[src/rtl/axi_stream_producer.sv]
// -----------------------------------------------------------------------------
// axi_stream_producer
//   Deterministic AXI4-Stream traffic source. A start command (accepted only
//   in IDLE) samples beats-per-packet, packet count and data seed, then emits
//   pkt_count packets of pkt_len+1 beats each. Beat n of the command carries
//   tdata = seed + n. Packets are separated by GAP_CYC idle cycles. abort
//   ends the command after the current packet's last beat.
//
// Ports
//   clk, rst               clock (rising edge), asynchronous active-high reset
//   start                  command pulse, honoured only in IDLE
//   pkt_len, pkt_count     beats-1 per packet, packets per command
//   seed                   tdata of the first beat
//   abort                  level, ends command at the next packet boundary
//   m_tvalid/m_tready      AXI4-Stream handshake
//   m_tdata/m_tkeep/m_tlast AXI4-Stream payload (tkeep always all ones)
//   busy                   high from accepted start until DONE
//   done                   one-cycle pulse at end of command
//   beats_sent             handshaken beats since last accepted start
// -----------------------------------------------------------------------------
module axi_stream_producer #(
  parameter int DATA_W  = 64,
  parameter int LEN_W   = 8,
  parameter int CNT_W   = 16,
  parameter int GAP_CYC = 0
) (
  input  logic                  clk,
  input  logic                  rst,
  input  logic                  start,
  input  logic [LEN_W-1:0]      pkt_len,
  input  logic [CNT_W-1:0]      pkt_count,
  input  logic [DATA_W-1:0]     seed,
  input  logic                  abort,
  output logic                  m_tvalid,
  input  logic                  m_tready,
  output logic [DATA_W-1:0]     m_tdata,
  output logic [DATA_W/8-1:0]   m_tkeep,
  output logic                  m_tlast,
  output logic                  busy,
  output logic                  done,
  output logic [31:0]           beats_sent
);

  localparam int BC_W  = LEN_W + 1;
  localparam int GAP_W = (GAP_CYC > 1) ? $clog2(GAP_CYC) : 1;

  typedef enum logic [1:0] {
    S_IDLE,
    S_SEND,
    S_GAP,
    S_DONE
  } state_t;

  state_t           state;
  logic [LEN_W-1:0] len_r;     // beats-1 of every packet in this command
  logic [CNT_W-1:0] pkt_left;  // packets still owed, including the current one
  logic [BC_W-1:0]  beat_cnt;  // beat index within the current packet
  logic [GAP_W-1:0] gap_cnt;   // idle cycles already spent in GAP

  logic            hs;
  logic            last_pkt;
  logic            gap_end;
  logic [BC_W-1:0] beat_cnt_nxt;

  assign hs           = m_tvalid & m_tready;
  assign last_pkt     = (pkt_left == CNT_W'(1));
  assign gap_end      = (int'(gap_cnt) == GAP_CYC - 1);
  assign beat_cnt_nxt = beat_cnt + BC_W'(1);

  assign m_tkeep = '1;

  // NOTE: every register here is state, so all updates use non-blocking
  // assignments; each branch reads the pre-edge values of its peers.
  always_ff @(posedge clk or posedge rst) begin
    if (rst) begin
      state      <= S_IDLE;
      len_r      <= '0;
      pkt_left   <= '0;
      beat_cnt   <= '0;
      gap_cnt    <= '0;
      m_tvalid   <= 1'b0;
      m_tdata    <= '0;
      m_tlast    <= 1'b0;
      busy       <= 1'b0;
      done       <= 1'b0;
      beats_sent <= '0;
    end else begin
      done <= 1'b0;
      if (hs) beats_sent <= beats_sent + 32'd1;

      case (state)
        S_IDLE: begin
          if (start) begin
            len_r      <= pkt_len;
            pkt_left   <= pkt_count;
            m_tdata    <= seed;
            beat_cnt   <= '0;
            beats_sent <= '0;
            if (pkt_count != '0) begin
              state    <= S_SEND;
              m_tvalid <= 1'b1;
              m_tlast  <= (pkt_len == '0);
              busy     <= 1'b1;
            end else begin
              state <= S_DONE;
              done  <= 1'b1;
            end
          end
        end

        // tvalid is always high in SEND; nothing moves until tready.
        S_SEND: begin
          if (m_tready) begin
            m_tdata <= m_tdata + DATA_W'(1);
            if (!m_tlast) begin
              beat_cnt <= beat_cnt_nxt;
              m_tlast  <= (beat_cnt_nxt == {1'b0, len_r});
            end else begin
              pkt_left <= pkt_left - CNT_W'(1);
              beat_cnt <= '0;
              if (last_pkt || abort) begin
                state    <= S_DONE;
                m_tvalid <= 1'b0;
                m_tlast  <= 1'b0;
                busy     <= 1'b0;
                done     <= 1'b1;
              end else if (GAP_CYC == 0) begin
                // Back-to-back: tvalid stays high, next packet starts now.
                m_tlast <= (len_r == '0);
              end else begin
                state    <= S_GAP;
                m_tvalid <= 1'b0;
                m_tlast  <= 1'b0;
                gap_cnt  <= '0;
              end
            end
          end
        end

        S_GAP: begin
          if (abort) begin
            state <= S_DONE;
            busy  <= 1'b0;
            done  <= 1'b1;
          end else if (gap_end) begin
            state    <= S_SEND;
            m_tvalid <= 1'b1;
            m_tlast  <= (len_r == '0);
          end else begin
            gap_cnt <= gap_cnt + GAP_W'(1);
          end
        end

        S_DONE: state <= S_IDLE;

        default: state <= S_IDLE;
      endcase
    end
  end

endmodule
[config.mk]
export PLATFORM = sky130hd
export DESIGN_NAME = axi_stream_producer
export DESIGN_NICKNAME = d
export VERILOG_FILES = /design/src/rtl/axi_stream_producer.sv
export SDC_FILE = /design/constraint.sdc
export NUM_CORES = 1
export LEC_CHECK = 0
export CORE_AREA = 2 2 100 174
export CTS_CLUSTER_DIAMETER = 120
export DETAILED_ROUTE_END_ITERATION = 10
export DIE_AREA = 0 0 102 176
export PLACE_DENSITY = 0.81
export SYNTH_ARGS = -nofsm -noshare
export SYNTH_HDL_FRONTEND = slang
export SYNTH_SLANG_ARGS = --single-unit
[constraint.sdc]
create_clock -name clk -period 5.6 [get_ports clk]
set_clock_uncertainty 0.05 [all_clocks]
set_input_delay 1.12 -clock clk [delete_from_list [all_inputs] [get_ports clk]]
set_output_delay 1.12 -clock clk [all_outputs]
set_load 0.02 [all_outputs]
==> results of run 1 <==
## cell type report
cell class | instances | area [um^2] | share of cell area (%)
clock buffer | 20 | 467 | 4.27
clock inverter | 11 | 173 | 1.58
inverter | 23 | 91.3 | 0.836
multi-input combinational | 721 | 4550 | 41.6
sequential | 135 | 3380 | 30.9
tap | 224 | 280 | 2.56
timing repair buffer | 201 | 1990 | 18.2
## where the power goes
part / switching (uW) / internal (uW) / total [uW]
sequential: 527 / 1330 / 1860
clock: 438 / 779 / 1220
combinational: 1630 / 1210 / 2840
## flip-flops by register name, indices dropped and copies added, names as in the netlist
signal / cells
m_tdata: 64
m_tlast: 1
pkt_left: 16
state: 2
busy: 1
beats_sent: 32
done: 1
len_r: 8
beat_cnt: 9
m_tvalid: 1
## worst min path at each step
stage	startpoint	end	slack (ns)	depth (start not counted)
after global routing	beat_cnt[8]$_DFFE_PP0P_	beat_cnt[8]$_DFFE_PP0P_	0.47	2
after detailed placement	beat_cnt[8]$_DFFE_PP0P_	beat_cnt[8]$_DFFE_PP0P_	0.45	2
after floorplan	beat_cnt[8]$_DFFE_PP0P_	beat_cnt[8]$_DFFE_PP0P_	0.42	2
final	beat_cnt[8]$_DFFE_PP0P_	beat_cnt[8]$_DFFE_PP0P_	0.46	2
after CTS	beat_cnt[8]$_DFFE_PP0P_	beat_cnt[8]$_DFFE_PP0P_	0.46	2
after global placement	beat_cnt[8]$_DFFE_PP0P_	beat_cnt[8]$_DFFE_PP0P_	0.44	2
## stage by stage
stage               area [um^2]  setup WS, ns  utilization [%]  total power [uW]  cells
floorplan                  8330         0.819                -              3700    938
global placement          10300          1.76             62.6              4590   1304
detailed placement        10300          1.68             62.6              4660   1304
CTS                       10900          2.12             66.5              5910   1335
global route              10900          1.90             66.5              6300   1335
finish                    10900          2.09             66.5              5910   1335
## routing by layer
| metal | wire [um] | vias to the layer above |
|---|---|---|
| li1 | - | 3812 |
| met1 | 9160 | 3936 |
| met2 | 12700 | 322 |
| met3 | 1400 | 68 |
| met4 | 899 | 0 |
| met5 | 0 | - |
## worst reg2reg max path: cells and delay by family, from the launching register on
family	cells	cell delay (ns)
fa+ha+maj	1	0.28
compound gates	1	0.17
buf+inv	2	0.47
flops	1	0.45
simple gates	5	1.59
## Yosys cell counts, drive strengths merged (4+ instances only)
library cell  instances  area (um^2)
a211oi               10         75.1
a21o                  4         30.0
a21oi                71          359
a22o                  5         43.8
a311oi                6         52.6
a31oi                 9         56.3
and2                  8         50.1
and3                 34          214
and4                 16          145
buf                  15          105
clkbuf               44          225
dfrtp               135         3380
ha                   11          138
inv                  23         86.3
mux2                 10          113
mux2i                19          190
nand2                71          269
nand2b                7         43.8
nand3                61          340
nand3b                4         30.0
nand4                29          209
nor2                 74          293
nor2b                 4         25.0
nor3                 39          205
nor4                 21          183
o211ai                6         45.0
o21ai                49          245
o221a                 5         56.3
o22ai                37          231
o311ai                5         58.8
o31ai                 6         45.0
or3                  20          130
or4                   5         45.0
xnor2                24          210
xor2                 13          114
## logic make-up (layout without fill, tap and decap cells)
kind of cell               count (synthesis)  after routing  share of synthesized area (%)
AOI/OAI and AO/OA                        233            233                           17.8
muxes                                     29             29                           3.65
DFF                                      135            135                           40.7
buffers and inverters                     82            255                           5.02
xor gates and xnor gates                  37             37                           3.90
and+or+nand+nor                          403            403                           27.3
other                                      1              8                         0.0452
adders and majority gates                 11             11                           1.66
==> metrics.md, run 1 <==
| Metric | Value |
|---|---|
| DIE AREA | between 15,000 and 20,000 um^2 |
| Initial antenna violation count | 0 |
| CP required | 5.81 ns |
| R2r startpoint | state[0]$_DFFE_PP0P_ |
| Critical path's largest stage delay | about 0.61 ns |
| CTS tree | yes |
| GRT met2 Usage | 48.2% |
| Worst Tran Pin Value | roughly 1 ns |
| R2R setup slack | 2.44 ns |
| Hold Crit Class | reg2reg |
| Critical Path AT | about 3.7 ns |
| Commonest non-fill, non-tap cells in the layout | clkdlybuf4s50_1 (192), dfrtp_1 (135), nor2_1 (70), nand2_1 (70), a21oi_1 (70) |
| Fillers | 1,363 |
| Clk slew on worst S/H paths | 0.06 ns |
| CP Buf/Inv Count | 2 |
| Via density | 6.10 |
| Clock Latency Late Sink | 0.42 ns |
| Met3 GRT Util | 5.66% |
| Critical path origin | m_tready |
| CTS Buf Count | 17 |
| Most common cell after layout, fill and taps aside | clkdlybuf4s50_1 |
| Chip width | 102 um |
| Ys async rst share | between 90% and 100% |
| Final hold violation count | 0 |
| Global-route wire length before repair | 39.4 mm |
| Grt total ovfl | 0 |
| CP delay by family, top | simple AND/OR/NAND/NOR gates |
| Final period util | a little over three fifths |
| Diode count | 0 |
| Max stage delay cell, worst path | or3_1 |
| Layout cells sized above 1 | 8.10% |
| Post-cts repair resize count | 0 |
| Setup crit end kind | register |
| Ys Warns | 0 |
| Worst hold margin | 0.456 ns |
| Post-route ant nets | 0 |
| Netlist Area Pre-Place | 8300 um^2 |
| Iter 0 DRT Violations | between 500 and 600 |
| I/O Pins | 201 |
| Die Y-Extent | 176 um |
| R2R depth | 9 |
| Initial Util | 50.5% |
| # Post-CTS Setup Buffers | 0 |
| Leakage | between 0.004 and 0.005 uW |
| Synth Register Bits | 135 |
| Via count | 8,138 |
| Fin. max-slew vios | 0 |
| Root Buffer | clkbuf_16 |
| Hold-fix buffers, CTS | 0 |
| Setup violations, final | 0 |
| Largest net degree at the start of global routing | roughly 110 |
| Synthesis-to-finish area growth | 31.6% |
| Final wirelength | ~24 mm |
| Power Density | 541 nW/um^2 |
| R2r endpoint | m_tdata[61]$_DFFE_PP0P_ |
| Tmin final | 3.51 ns |
| Worst setup endpoint | m_tdata[61]$_DFFE_PP0P_ |
| Core area | 16,400 um^2 |
| Post-synth top flop | dfrtp_1 |
| Gr busiest metal | met2 |
| GRT Total Usage | 27.5% |
| Avg Cell Area, Syn | ~8.9 um^2 |
| GR Util met1 | 31.3% |
| CP Max Fanout | 28 |
| Synthesized instance count | 931 |
| Final net count | 1,203 |
| Maximum VDD drop | 0.000322 V |
| H-tree depth | 4 |
| Worst path depth | 8 |
| IO buf count | 192 |
| Status | finished, final reports clean |
| Total iterations of the first detailed-routing run | 5 |
| Crit-path cells | clkdlybuf4s50_1 > nor2b_1 > or3_1 > buf_4 > nor2_1 > nand2_1 > nor4_1 > a311oi_1 |
| Sink Count | 135 |
| Detailed Place HPWL | roughly 17 mm |
| Classification of the worst setup path | in2reg |
| DRC | 0 |
| DR WL/cell | 18.1 um |
| GP Congestion | 0.880 |
| Clock Tree Buf Depth | 2 |
| FMAX | 0.285 GHz |
| Setup TNS | 0 ns |
| Vias in the first global route | 8,045 |
| Sequential area share after synthesis | 40.7% |
| RSZ-0062 raised after global routing | no |
| MaxCap Viol Count | 0 |
| Distinct cells, synth | between 70 and 80 |
| Setup crit start kind | input pin |
| Relative slew slack | 32.3% |
| EDFF count, synth | 0 |
| Row count | 62 |
Power figures use the tool's default switching activity.
==> run 2, diff against run 1 <==
Clock period 5.6 ns to 3.5 ns, I/O delays scaled along.
==> run 2 against run 1 <==
Compared with the run above: power increased by 60%; hold slack improved by 0.0091 ns; combinational power increased by 63%; clock power increased by 52%; die area unchanged; global-route usage increased by 0.60 points.
==> metrics.md, run 2 (synthesis results as in run 1) <==
| Metric | Value |
|---|---|
| DR WL/cell | 18.5 um (+1.8%) |
| Initial antenna violation count | 0 (unchanged) |
| Final wirelength | 24.9 mm (+2.8%) |
| Cell Count Post-Placement | 1,316 (+0.92%) |
| MaxCap Viol Count | 0 (unchanged) |
| Final period util | 80.3% |
| Critical path origin | state[0]$_DFFE_PP0P_ |
| Core area | 16,400 um^2 (unchanged) |
| Row count | 62 (unchanged) |
| DRC | 0 (unchanged) |
| # Post-CTS Setup Buffers | 0 (unchanged) |
| GRT Total Usage | 28.1% (+0.60 points) |
| Hold-fix buffers, CTS | 0 (unchanged) |
| Largest net degree at the start of global routing | 73 (-32%) |
| IO buf count | 192 (unchanged) |
| Hold_sp | beat_cnt[8]$_DFFE_PP0P_ |
| Die Y-Extent | 176 um (unchanged) |
| Clock Latency Late Sink | 0.42 ns (about the same) |
| Fin. max-slew vios | 0 (unchanged) |
| Maximum VDD drop | 0.000485 V (+51%) |
| CTS tree | yes |
| Non-Filler Instances | 1,348 (+0.97%) |
| Setup TNS | 0 ns (unchanged) |
| Via count | 8,203 (+0.80%) |
| Max stage delay cell, worst path | nor4_1 |
| GP Congestion | 0.921 (+4.7%) |
| H-tree depth | 4 (unchanged) |
| Status | finished, final reports clean |
| Post-route ant nets | 0 (unchanged) |
| R2r startpoint | state[0]$_DFFE_PP0P_ |
| Setup violations, final | 0 (unchanged) |
| Clock Tree Buf Depth | 2 (unchanged) |
| I/O Pins | 201 (unchanged) |
| Most common cell after layout, fill and taps aside | clkdlybuf4s50_1 |
| RSZ-0062 raised after global routing | no |
| Reg with most FFs | m_tdata |
| Relative slew slack | 52.0% (+20 points) |
| Commonest non-fill, non-tap cells in the layout | clkdlybuf4s50_1 (192), dfrtp_1 (135), nor2_1 (70), nand2_1 (70), a21oi_1 (70) |
| Iter 0 DRT Violations | 566 (+5.8%) |
| Crit-path cells | inv_1 > ha_1 > nor2b_1 > or3_1 > nor2_1 > nand2_1 > nor4_1 > a211oi_1 |
| Tmin final | 2.81 ns |
| Post-cts repair resize count | 0 (unchanged) |
| Vias in the first global route | 8,305 (+3.2%) |
| Power Density | 861 nW/um^2 (+59%) |
| Sink Count | 135 (unchanged) |
| FMAX | 0.356 GHz |
| Max reg flops | 64 (unchanged) |
| Critical Path AT | 3.02 ns (-0.70 ns) |
| Global-route wire length before repair | 40.3 mm (+2.2%) |
| CP required | 3.71 ns (-2.10 ns) |
| Hold Crit Class | reg2reg |
| DIE AREA | 18,000 um^2 (unchanged) |
| CP Max Fanout | 5 (-82%) |
| Synthesis-to-finish area growth | 32.6% |
| Clk slew on worst S/H paths | 0.06 ns (about the same) |
| Final hold violation count | 0 (unchanged) |
| Chip width | 102 um (unchanged) |
| Setup crit start kind | register |
| Biggest regs | m_tdata (64), beats_sent (32), pkt_left (16) |
| Total iterations of the first detailed-routing run | 5 (unchanged) |
| Layout cells sized above 1 | 9.07% (+0.97 points) |
| Initial Util | 50.5% (unchanged) |
| CTS Buf Count | 17 (unchanged) |
| Worst Tran Pin Value | 0.720 ns (-0.295 ns) |
| Via density | 6.09 (-0.17%) |
| Grt total ovfl | 0 (unchanged) |
| Critical path's largest stage delay | 0.56 ns (-0.05 ns) |
| Root Buffer | clkbuf_16 |
| Leakage | 0.00435 uW (+1.2%) |
| Detailed Place HPWL | 17.8 mm (+5.7%) |
| Final net count | 1,215 (+1.0%) |
| Worst hold margin | 0.465 ns (+0.00913 ns) |
| Classification of the worst setup path | reg2reg |
| Diode count | 0 (unchanged) |
| Setup crit end kind | register |
==> run 2: area by class of cell <==
type                       count  area (um^2)
clock buffer                  18          429
multi-input combinational    721         4550
inverter                      23         90.1
sequential                   135         3380
tap                          224          280
timing repair buffer         213         2100
fill                        1350         5440
clock inverter                14          175
==> run 2: worst paths after layout <==
kind                       cells past startpoint                       to  slack (ns)
setup / recovery                               8  m_tdata[63]$_DFFE_PP0P_        0.69
hold / removal                                 2  beat_cnt[8]$_DFFE_PP0P_        0.46
setup reg to reg                               8  m_tdata[63]$_DFFE_PP0P_        0.69
hold reg to reg                                2  beat_cnt[8]$_DFFE_PP0P_        0.46
max in group asynchronous                      3  m_tdata[36]$_DFFE_PP0P_        1.98
min in group asynchronous                      2   m_tdata[1]$_DFFE_PP0P_        0.67
==> run 2: where the power goes <==
part	leakage, uW	switching (uW)	internal (uW)
sequential	0.00160	857	2130
combinational	0.00247	2640	2000
clock	0.000287	723	1130
total	0.00435	4220	5260
==> run 2: worst max-delay path: cells and delay by family (launching register included) <==
kind            cells  cell delay, ns
flops               1            0.46
buf+inv             1            0.14
fa+ha+maj           1            0.29
simple gates        5            1.55
compound gates      1            0.17
==> run 2: through the flow <==
step | setup slack, ns | total power (uW) | utilization (%) | cell area [um^2]
after floorplan | 1.07 | 5920 | - | 8330
after global placement | 0.475 | 7450 | 63.3 | 10400
after detailed placement | 0.397 | 7580 | 63.3 | 10400
after CTS | 0.762 | 9470 | 66.9 | 11000
after global routing | 0.552 | 10100 | 66.9 | 11000
final | 0.689 | 9480 | 66.9 | 11000
==> run 2: metal layers <==
| metal | share of wire (%) | vias up | track usage (%) |
|---|---|---|---|
| met5 | 0 | - | 0 |
| met4 | 4.3 | 0 | 15.2 |
| met3 | 6.6 | 79 | 5.90 |
| met2 | 52 | 366 | 48.7 |
| met1 | 37 | 3927 | 31.5 |
| li1 | - | 3831 | - |
==> run 3, diff against run 2 <==
Clock period 3.5 ns to 2.7 ns, I/O delays scaled along.
==> run 3 against run 2 <==
Compared with the run above: maximum frequency rose by 12%; die area is the same; register-to-register slack got worse by 0.49 ns; critical path depth unchanged; sequential cell count is the same; routed wire length rose by 1.4%; clock-buffer cell count up 1; critical endpoint is now m_tdata[39]$_DFFE_PP0P_; largest cell class unchanged.
==> metrics.md, run 3 (synthesis results as in run 1) <==
| Metric | Value |
|---|---|
| Setup crit start kind | register |
| Max reg flops | 64 (unchanged) |
| DR WL/cell | 18.4 um (-0.39%) |
| Synthesis-to-finish area growth | 35.6% |
| Area post-placement | 10,600 um^2 (+2.1%) |
| Grt total ovfl | 0 (unchanged) |
| Clock group share of total power | 19.7% (+0.2 points) |
| Power Density | 1120 nW/um^2 (+31%) |
| Die Y-Extent | 176 um (unchanged) |
| Diode count | 0 (unchanged) |
| GP Congestion | 0.920 (-0.12%) |
| I/O Pins | 201 (unchanged) |
| Crit-path cells | inv_1 > ha_1 > nor2b_1 > or3_4 > nor2_1 > buf_4 > nand3_1 > o311ai_0 |
| Int Pwr | 7160 uW (+36%) |
| Critical path's largest stage delay | 0.45 ns (-0.11 ns) |
| Final wirelength | 25.2 mm (+1.4%) |
| Final hold violation count | 0 (unchanged) |
| Biggest regs | m_tdata (64), beats_sent (32), pkt_left (16) |
| Fin. max-slew vios | 0 (unchanged) |
| Clk slew on worst S/H paths | 0.06 ns (about the same) |
| Final period util | 92.7% (+12 points) |
| CTS tree | yes |
| Layout cells sized above 1 | 11.1% (+2.1 points) |
| R2r startpoint | state[0]$_DFFE_PP0P_ |
| Commonest non-fill, non-tap cells in the layout | clkdlybuf4s50_1 (192), dfrtp_1 (135), nor2_1 (70), nand2_1 (70), a21oi_1 (70) |
| Setup violations, final | 0 (unchanged) |
| Worst setup endpoint | m_tdata[39]$_DFFE_PP0P_ |
| GRT Total Usage | 28.0% (-0.053 points) |
| RSZ-0062 raised after global routing | no |
| R2r endpoint | m_tdata[39]$_DFFE_PP0P_ |
| Clock Tree Buf Depth | 2 (unchanged) |
| Design Area, Final | 11,300 um^2 (+2.2%) |
| Sink Count | 135 (unchanged) |
| Tmin final | 2.50 ns (-0.308 ns) |
| Chip width | 102 um (unchanged) |
| Global-route wire length before repair | 40.3 mm (-0.12%) |
| Vias in the first global route | 8,275 (-0.36%) |
| DRC | 0 (unchanged) |
| Via count | 8,346 (+1.7%) |
| Final net count | 1,241 (+2.1%) |
| R2R depth | 8 (unchanged) |
| Core area | 16,400 um^2 (unchanged) |
| Worst Tran Pin Value | 0.609 ns (-0.111 ns) |
| Setup crit end kind | register |
| Total iterations of the first detailed-routing run | 6 (+1) |
| Iter 0 DRT Violations | 490 (-13%) |
| DIE AREA | 18,000 um^2 (unchanged) |
| Most common cell after layout, fill and taps aside | clkdlybuf4s50_1 |
| Maximum VDD drop | 0.000704 V (+45%) |
| FMAX | 0.400 GHz (+12%) |
| Status | finished, final reports clean |
| CP Max Fanout | 10 (+5) |
| Post-route ant nets | 0 (unchanged) |
| Net Sw Frac | 43.4% (-1.1 points) |
| Logic pwr share | 50.5% (+1.5 points) |
| CP required | 2.94 ns (-0.77 ns) |
| Max stage delay cell, worst path | dfrtp_1 |
| Relative slew slack | 59.2% (+7.2 points) |
| IO buf count | 192 (unchanged) |
| H-tree depth | 4 (unchanged) |
| Cell Count Post-Placement | 1,342 (+2.0%) |
| DP Worst Slack | 0.0478 ns (-0.349 ns) |
| Reg with most FFs | m_tdata |
| Clock Latency Late Sink | 0.42 ns (about the same) |
| Hold Crit Class | reg2reg |
| Psw | 5500 uW (+30%) |
| Power Total | 12,700 uW (+34%) |
| Initial antenna violation count | 0 (unchanged) |
| Largest net degree at the start of global routing | 99 (+36%) |
| CTS Buf Count | 17 (unchanged) |
| Classification of the worst setup path | reg2reg |
| Seq pwr share | 29.9% (-1.6 points) |
| Initial Util | 50.5% (unchanged) |
| Row count | 62 (unchanged) |
| Critical Path AT | 2.74 ns (-0.28 ns) |
| Detailed Place HPWL | 18.1 mm (+1.3%) |
| Root Buffer | clkbuf_16 |
| Leakage | 0.00450 uW (+3.4%) |
| MaxCap Viol Count | 0 (unchanged) |
| Final setup margin | 0.197 ns (-0.492 ns) |
| Critical path origin | state[0]$_DFFE_PP0P_ |
| R2R setup slack | 0.20 ns (-0.49 ns) |
| Via density | 6.08 (about the same) |
| Non-Filler Instances | 1,372 (+1.8%) |
| Setup TNS | 0 ns (unchanged) |
run 3: worst min path at each step:
stage / startpoint / end / cells after the start
4_1_cts: beat_cnt[8]$_DFFE_PP0P_ / beat_cnt[8]$_DFFE_PP0P_ / 2
6_report: beat_cnt[8]$_DFFE_PP0P_ / beat_cnt[8]$_DFFE_PP0P_ / 2
3_3_place_gp: beat_cnt[8]$_DFFE_PP0P_ / beat_cnt[8]$_DFFE_PP0P_ / 2
5_1_grt: beat_cnt[8]$_DFFE_PP0P_ / beat_cnt[8]$_DFFE_PP0P_ / 2
3_5_place_dp: pkt_left[4]$_DFFE_PP0P_ / pkt_left[4]$_DFFE_PP0P_ / 2
2_1_floorplan: beat_cnt[8]$_DFFE_PP0P_ / beat_cnt[8]$_DFFE_PP0P_ / 2
run 3: what timing repair did:
item | 4_1_cts | 5_1_grt
gates resized for setup | 0 | 1
hold buffers | 0 | 0
buffers inserted | 0 | 0
endpoints found under the setup margin | 0 | 9
run 3: area by class of cell:
| type | count | area [um^2] |
|---|---|---|
| clock inverters | 11 | 174 |
| repair buffers | 239 | 2320 |
| fillers | 1313 | 5190 |
| clock buffers | 19 | 453 |
| inverters | 23 | 90.1 |
| well taps | 224 | 280 |
| flip-flops and latches | 135 | 3380 |
| multi-input cells | 721 | 4560 |
run 3: power by group through the flow:
stage | clock, uW | sequential (uW) | combinational [uW]
final | 2490 | 3780 | 6390
after global routing | 2610 | 3910 | 6930
after CTS | 2520 | 3750 | 6350
after detailed placement | 0 | 3760 | 6310
after global placement | 0 | 3740 | 6170
after floorplan | 0 | 4110 | 3560
run 3: stage by stage:
| stage | hold WS (ns) | utilization, % |
|---|---|---|
| CTS | 0.467 | 68.4 |
| global placement | 0.437 | 64.6 |
| floorplan | 0.420 | - |
| global route | 0.518 | 68.4 |
| finish | 0.466 | 68.4 |
| detailed placement | 0.454 | 64.6 |
run 3: critical path, delay by kind of cell (launching register included):
family / cells / cell delay, ns
AND/OR/NAND/NOR: 4 / 0.91
flip-flops: 1 / 0.45
buffers and inverters: 2 / 0.35
AO/OA/AOI/OAI: 1 / 0.33
adder cells (fa/ha/maj): 1 / 0.29
run 3: layer usage:
metal	vias up	wire length, um	track usage, %
li1	3876	-	-
met1	4044	9180	31.3
met3	77	1530	5.27
met5	-	0	0
met2	349	13500	49.6
met4	0	993	14.4
